==> config.mk <==
export PLATFORM = sky130hd
export DESIGN_NAME = muldiv_sequencer_flat
export DESIGN_NICKNAME = d
export VERILOG_FILES = /design/src/rtl/muldiv_sequencer_pkg.sv /design/src/rtl/muldiv_sequencer_if.sv /design/src/rtl/muldiv_negate.sv /design/src/rtl/muldiv_sequencer.sv /design/src/flat_wrapper.sv
export SDC_FILE = /design/constraint.sdc
export NUM_CORES = 1
export LEC_CHECK = 0
export BUFFER_PORTS_ARGS = -buffer_cell sky130_fd_sc_hd__buf_2
export CAP_MARGIN = 40
export CORE_MARGIN = 3
export CORE_UTILIZATION = 57
export DETAILED_ROUTE_END_ITERATION = 6
export PLACE_DENSITY = 0.75
export SETUP_SLACK_MARGIN = 0.3
export SLEW_MARGIN = 20
export SYNTH_ARGS = -nofsm -noshare
export SYNTH_HDL_FRONTEND = slang
export SYNTH_SLANG_ARGS = --single-unit
==> constraint.sdc <==
create_clock -name clk -period 3.7 [get_ports clk]
set_clock_uncertainty 0.2 [all_clocks]
set_input_delay 0.37 -clock clk [delete_from_list [all_inputs] [get_ports clk]]
set_output_delay 0.37 -clock clk [all_outputs]
set_load 0.005 [all_outputs]
==> src/rtl/muldiv_sequencer_pkg.sv <==
// Shared defines for the RV32M multiply/divide sequencer: funct7/funct3 codes,
// sequencer state encodings and operand-signedness helpers.
package muldiv_sequencer_pkg;

    localparam logic [6:0] FUNCT7_MULDIV = 7'b0000001;

    typedef enum logic [2:0] {
        F3_MUL    = 3'b000,
        F3_MULH   = 3'b001,
        F3_MULHSU = 3'b010,
        F3_MULHU  = 3'b011,
        F3_DIV    = 3'b100,
        F3_DIVU   = 3'b101,
        F3_REM    = 3'b110,
        F3_REMU   = 3'b111
    } funct3_e;

    typedef enum logic [1:0] {
        S_IDLE = 2'd0,
        S_RUN  = 2'd1,
        S_FIX  = 2'd2,
        S_DONE = 2'd3
    } state_e;

    function automatic logic is_muldiv(input logic [6:0] funct7);
        return funct7 == FUNCT7_MULDIV;
    endfunction

    function automatic logic is_div_op(input funct3_e f);
        return f[2];
    endfunction

    function automatic logic a_is_signed(input funct3_e f);
        return (f == F3_MULH) || (f == F3_MULHSU) || (f == F3_DIV) || (f == F3_REM);
    endfunction

    function automatic logic b_is_signed(input funct3_e f);
        return (f == F3_MULH) || (f == F3_DIV) || (f == F3_REM);
    endfunction

endpackage

==> src/rtl/muldiv_sequencer_if.sv <==
// Execute-stage <-> muldiv sequencer request/result bundle.
interface muldiv_sequencer_if #(
    parameter int unsigned XLEN = 32
);

    logic            i_start;
    logic            i_flush;
    logic [2:0]      i_funct3;
    logic [XLEN-1:0] i_a;
    logic [XLEN-1:0] i_b;
    logic            o_stall;
    logic            o_busy;
    logic            o_done;
    logic [XLEN-1:0] o_result;

    modport master (
        output i_start, i_flush, i_funct3, i_a, i_b,
        input  o_stall, o_busy, o_done, o_result
    );

    modport slave (
        input  i_start, i_flush, i_funct3, i_a, i_b,
        output o_stall, o_busy, o_done, o_result
    );

endinterface

==> src/rtl/muldiv_negate.sv <==
// Conditional two's-complement of a W-bit value.
module muldiv_negate #(
    parameter int unsigned W = 32
) (
    input  logic         i_neg,
    input  logic [W-1:0] i_val,
    output logic [W-1:0] o_val
);

    always_comb begin
        o_val = i_neg ? (~i_val + W'(1)) : i_val;
    end

endmodule

==> src/rtl/muldiv_sequencer.sv <==
// Iterative RV32M sequencer: shift-add multiply / restoring divide, one step per
// cycle over XLEN cycles, with sign fix-up and divide-by-zero/overflow fast path.
module muldiv_sequencer
    import muldiv_sequencer_pkg::*;
#(
    parameter int unsigned XLEN = 32
) (
    input  logic                clk,
    input  logic                rst,
    muldiv_sequencer_if.slave   bus
);

    localparam int unsigned     CW      = $clog2(XLEN);
    localparam logic [XLEN-1:0] MIN_NEG = {1'b1, {(XLEN-1){1'b0}}};

    state_e            state_q, state_d;
    logic [CW-1:0]     cnt_q, cnt_d;
    funct3_e           funct3_q, funct3_d;
    logic [XLEN-1:0]   opnd_q, opnd_d;
    logic [2*XLEN-1:0] acc_q, acc_d;
    logic              neg_res_q, neg_res_d;
    logic              neg_rem_q, neg_rem_d;
    logic              busy_q, busy_d;
    logic              done_q, done_d;
    logic [XLEN-1:0]   result_q, result_d;

    funct3_e           req_f3;
    logic              a_neg, b_neg, div_ovf;
    logic [XLEN-1:0]   a_mag, b_mag;
    logic [2*XLEN-1:0] prod_fix;
    logic [XLEN-1:0]   quo_fix, rem_fix;
    logic [XLEN:0]     mul_sum, div_trial, div_diff;
    logic [2*XLEN-1:0] mul_next, div_next;

    assign req_f3  = funct3_e'(bus.i_funct3);
    assign a_neg   = a_is_signed(req_f3) & bus.i_a[XLEN-1];
    assign b_neg   = b_is_signed(req_f3) & bus.i_b[XLEN-1];
    assign div_ovf = ((req_f3 == F3_DIV) || (req_f3 == F3_REM))
                     && (bus.i_a == MIN_NEG) && (bus.i_b == '1);

    muldiv_negate #(.W(XLEN))   u_neg_a    (.i_neg(a_neg),     .i_val(bus.i_a),                .o_val(a_mag));
    muldiv_negate #(.W(XLEN))   u_neg_b    (.i_neg(b_neg),     .i_val(bus.i_b),                .o_val(b_mag));
    muldiv_negate #(.W(2*XLEN)) u_neg_prod (.i_neg(neg_res_q), .i_val(acc_q),                  .o_val(prod_fix));
    muldiv_negate #(.W(XLEN))   u_neg_quo  (.i_neg(neg_res_q), .i_val(acc_q[XLEN-1:0]),        .o_val(quo_fix));
    muldiv_negate #(.W(XLEN))   u_neg_rem  (.i_neg(neg_rem_q), .i_val(acc_q[2*XLEN-1:XLEN]),   .o_val(rem_fix));

    // acc holds {product_hi, product_lo} for multiply and {remainder, quotient} for divide
    always_comb begin
        mul_sum   = {1'b0, acc_q[2*XLEN-1:XLEN]} + (acc_q[0] ? {1'b0, opnd_q} : '0);
        mul_next  = {mul_sum, acc_q[XLEN-1:1]};
        div_trial = acc_q[2*XLEN-1:XLEN-1];
        div_diff  = div_trial - {1'b0, opnd_q};
        if (div_diff[XLEN]) begin
            div_next = {div_trial[XLEN-1:0], acc_q[XLEN-2:0], 1'b0};
        end else begin
            div_next = {div_diff[XLEN-1:0], acc_q[XLEN-2:0], 1'b1};
        end
    end

    always_comb begin
        state_d   = state_q;
        cnt_d     = cnt_q;
        funct3_d  = funct3_q;
        opnd_d    = opnd_q;
        acc_d     = acc_q;
        neg_res_d = neg_res_q;
        neg_rem_d = neg_rem_q;
        result_d  = result_q;

        case (state_q)
            S_IDLE: begin
                if (bus.i_start && !bus.i_flush) begin
                    funct3_d  = req_f3;
                    neg_res_d = a_neg ^ b_neg;
                    neg_rem_d = a_neg;
                    cnt_d     = CW'(XLEN - 1);
                    state_d   = S_RUN;
                    if (is_div_op(req_f3)) begin
                        opnd_d = b_mag;
                        acc_d  = {{XLEN{1'b0}}, a_mag};
                        if (bus.i_b == '0) begin
                            state_d  = S_DONE;
                            result_d = req_f3[1] ? bus.i_a : '1;
                        end else if (div_ovf) begin
                            state_d  = S_DONE;
                            result_d = req_f3[1] ? '0 : bus.i_a;
                        end
                    end else begin
                        opnd_d = a_mag;
                        acc_d  = {{XLEN{1'b0}}, b_mag};
                    end
                end
            end
            S_RUN: begin
                if (bus.i_flush) begin
                    state_d = S_IDLE;
                end else begin
                    acc_d = is_div_op(funct3_q) ? div_next : mul_next;
                    if (cnt_q == '0) begin
                        state_d = S_FIX;
                    end else begin
                        cnt_d = cnt_q - CW'(1);
                    end
                end
            end
            S_FIX: begin
                if (bus.i_flush) begin
                    state_d = S_IDLE;
                end else begin
                    state_d = S_DONE;
                    if (is_div_op(funct3_q)) begin
                        result_d = funct3_q[1] ? rem_fix : quo_fix;
                    end else if (funct3_q == F3_MUL) begin
                        result_d = prod_fix[XLEN-1:0];
                    end else begin
                        result_d = prod_fix[2*XLEN-1:XLEN];
                    end
                end
            end
            S_DONE:  state_d = S_IDLE;
            default: state_d = S_IDLE;
        endcase

        busy_d = (state_d == S_RUN) || (state_d == S_FIX);
        done_d = (state_d == S_DONE);
    end

    always_ff @(posedge clk) begin
        if (rst) begin
            state_q   <= S_IDLE;
            cnt_q     <= '0;
            funct3_q  <= F3_MUL;
            opnd_q    <= '0;
            acc_q     <= '0;
            neg_res_q <= 1'b0;
            neg_rem_q <= 1'b0;
            busy_q    <= 1'b0;
            done_q    <= 1'b0;
            result_q  <= '0;
        end else begin
            state_q   <= state_d;
            cnt_q     <= cnt_d;
            funct3_q  <= funct3_d;
            opnd_q    <= opnd_d;
            acc_q     <= acc_d;
            neg_res_q <= neg_res_d;
            neg_rem_q <= neg_rem_d;
            busy_q    <= busy_d;
            done_q    <= done_d;
            result_q  <= result_d;
        end
    end

    assign bus.o_stall  = ((state_q == S_IDLE) && bus.i_start && !bus.i_flush)
                          || (state_q == S_RUN) || (state_q == S_FIX);
    assign bus.o_busy   = busy_q;
    assign bus.o_done   = done_q;
    assign bus.o_result = result_q;

endmodule
==> src/flat_wrapper.sv <==
// flat-port wrapper written by rule: the top's interface ports become plain ports
module muldiv_sequencer_flat import muldiv_sequencer_pkg::*;
#(
    parameter int unsigned XLEN = 32
)
  (clk, rst, bus_i_start, bus_i_flush, bus_i_funct3, bus_i_a, bus_i_b, bus_o_stall, bus_o_busy, bus_o_done, bus_o_result);
  muldiv_sequencer_if #(.XLEN(XLEN)) bus_i ();
  input  logic clk;
  input  logic rst;
  input wire logic [$bits(bus_i.i_start)-1:0] bus_i_start;
  input wire logic [$bits(bus_i.i_flush)-1:0] bus_i_flush;
  input wire logic [$bits(bus_i.i_funct3)-1:0] bus_i_funct3;
  input wire logic [$bits(bus_i.i_a)-1:0] bus_i_a;
  input wire logic [$bits(bus_i.i_b)-1:0] bus_i_b;
  output wire logic [$bits(bus_i.o_stall)-1:0] bus_o_stall;
  output wire logic [$bits(bus_i.o_busy)-1:0] bus_o_busy;
  output wire logic [$bits(bus_i.o_done)-1:0] bus_o_done;
  output wire logic [$bits(bus_i.o_result)-1:0] bus_o_result;
  assign bus_i.i_start = bus_i_start;
  assign bus_i.i_flush = bus_i_flush;
  assign bus_i.i_funct3 = bus_i_funct3;
  assign bus_i.i_a = bus_i_a;
  assign bus_i.i_b = bus_i_b;
  assign bus_o_stall = bus_i.o_stall;
  assign bus_o_busy = bus_i.o_busy;
  assign bus_o_done = bus_i.o_done;
  assign bus_o_result = bus_i.o_result;
  muldiv_sequencer #(.XLEN(XLEN)) u_core (.clk(clk), .rst(rst), .bus(bus_i));
endmodule
==> flow_summary.yaml <==
run_status:
  status: "finished with violations"
  violations: "design-rule violations"
power_and_ir_drop:
  total_power_w: 0.00564
  p_per_area_mw_per_mm2: 311
  ir_drop_uv: 296
  power_leakage_nw: 7.33
clock_tree:
  root_buffer: "clkbuf_16"
  clk_latency_ps: 450
  cts_hold_buf: 0
  clk_pin_slew_worst_paths_ps: 70
  htreeDepth: 4
  clock-sinks: 142
  clockBufferDepth: 2
  cts_tree: "yes"
  cts_buffers: 17
global_route:
  gr-total-overflow: 0
  grt_pass1_wl_um: 95600
  grt.total_usage_pct: 42.6
  grt_pass1_vias: 16200
  antenna_found_initial: 2
  grt_max_degree: 73
sta:
  clock.fmax_mhz: 286
  relSlewSlack_pct: 38.3
  rsz0062_at_grt: "yes"
  final.min_clock_period_ps: 3500
  tightest_slew_ps: 916
  setup_viol: 0
  finalHoldViolCount: 0
  tns_ps: 0
  slew_viol_final: 0
  period_share_pct: 94.6
finish:
  drive_above_1_share_pct: 19.3
  nets: 2437
  layout_common_cells: "218 x nand2_1, 205 x nor2_1, 175 x buf_4"
  diodes: 0
  layoutNonFillerInstCount: 2641
  layout_commonest_cell: "nand2_1"
  syn_to_final_growth_pct: 19.6
critical_path:
  cp.required_ps: 3790
  path_class: "reg -> reg"
  cp-end-kind: "register"
  arrival_ps: 3590
  worstPathMaxFanout: 3
  start_kind: "register"
logic_synthesis:
  syn-cell-area_mm2: 0.0151
  synthCells: 2149
  ys_types: 77
  synth.area.top_cells: "dfxtp_1 19%, xnor2_1 6.5%, a21oi_1 6.0%"
  synth_area_per_cell_um2: 7.05
  yosys_warnings: 0
  postSynthNetCount: 2293
  synth_top_area_share_pct: 18.8
  ys_seq_area_share_pct: 18.8
  ys.flop_type: "dfxtp_1"
  ys_ff_latch: 142
  async_flop_share_pct: 0
  synth_enable_flop_cells: 0
  synth_area_leader_cell: "dfxtp_1"
floorplan:
  fp-row-count: 59
  initial_core_util_pct: 58.1
  die_h_um: 169
  die_width_um: 169
  io_pins: 106
  dieArea_mm2: 0.0286
  design.core.area_mm2: 0.0261
route:
  drtIter0Drc: 2699
  ant_nets: 0
  wl_um: 63800
  vias: 18100
  post_drt_wl_per_cell_um: 24.2
  drc_errors: 9
  vias_per_cell: 6.87
  drtPass1Iterations: 7
worst_hold_path:
  hp-class: "in -> reg"
place:
  port-buffer-count: 105
  dp_cells: 2586
  gp_congestion: 1.08
  dp_hpwl_um: 48300
run:
  max_cap_violations: 0
## cell usage after synthesis, drive strengths merged (8+ instances only)
cell type and n:
o21ai 153, a22oi 16, a211oi 55, and3 12, o22ai 22, a311oi 9, a21boi 8, dfxtp 142
a31oi 30, xnor2 112, a221oi 14, a21oi 181, o31ai 28, nor4 21, o41ai 12, maj3 26
o211ai 32, or4 26, nand3 39, nor2b 20, and2 9, xor2 81, nand2b 25, nand2 221
ha 71, nor3 75, buf 15, nor2 207, mux2i 72, clkbuf 149, inv 67, or2 14
a21o 30, nand3b 14, nand4 24, o221ai 12, or3 24
## metal layers
metal	track usage, %	up-vias	share of wire, %
met5	0	-	0.020
met4	21.6	2	6.4
met3	8.20	281	13
met2	62.6	1323	41
met1	59.4	8408	39
li1	-	8118	-
## registers in the layout (all words and copies together), names as in the netlist
register / cells
u_core.bus.o_done: 1
u_core.neg_res_q: 1
u_core.cnt_q: 5
u_core.bus.o_result: 32
u_core.neg_rem_q: 1
u_core.bus.o_busy: 1
u_core.acc_q: 64
u_core.funct3_q: 3
u_core.opnd_q: 32
u_core.state_q: 2
## repair_timing
item | 4_1_cts | 5_1_grt
gates cloned | 2 | 1
resized for setup | 47 | 72
buffers inserted | 12 | 8
endpoints found under the setup margin | 43 | 55
pin swaps | 13 | 28
## final timing paths
path                            slack (ps)                 endpoint  cells past startpoint         startpoint
worst min register to register         250        u_core.opnd_q[15]                      2  u_core.opnd_q[15]
worst max register to register         200  u_core.bus.o_result[28]                      9   u_core.acc_q[45]
worst max-delay path                   200  u_core.bus.o_result[28]                      9   u_core.acc_q[45]
worst min-delay path                   110       u_core.funct3_q[1]                      3    bus_i_funct3[1]
## layout make-up
cell class	instances	area [um^2]
clock buffers	17	425
clock inverters	15	188
fillers	2227	7940
inverters	69	265
multi-input cells	1773	11900
flip-flops and latches	142	2870
well taps	335	419
repair buffers	290	2060
## through the flow
stage               util, %  hold WS (ps)  cell area (um^2)  setup WS (ps)
floorplan                 -           232             15200            300
global placement       64.2           241             16700           30.6
detailed placement     64.3           245             16800           34.2
CTS                    68.0          98.6             17700            237
global route           69.5           125             18100            173
finish                 69.5           112             18100            200
## power by group
part / switching [W] / internal, W / total [W]
Combinational: 0.00129 / 0.000824 / 0.00211
Sequential: 0.000101 / 0.00160 / 0.00170
Clock: 0.000905 / 0.000923 / 0.00183
## cells by family (layout without fill, tap and decap cells)
| logic type | count (synthesis) | in the layout | synth area share (%) |
|---|---|---|---|
| DFF | 142 | 142 | 18.8 |
| adders and majority gates | 99 | 99 | 7.85 |
| and+or+nand+nor | 746 | 746 | 23.6 |
| AOI/OAI and AO/OA | 661 | 661 | 27.7 |
| buffers and inverters | 234 | 391 | 6.05 |
| muxes | 74 | 74 | 4.91 |
| xor gates and xnor gates | 193 | 193 | 11.2 |
## worst max-delay path, cell delays in order, from the launching register on
cell and delay, ps:
dfxtp_4 350, or3_4 400, or4_4 530, or3_4 420, or3_4 400, or3_4 350
nand2_2 80, xnor2_1 80, a222oi_1 440, o22ai_1 130
Note: power is estimated with default switching activity, not from simulation.
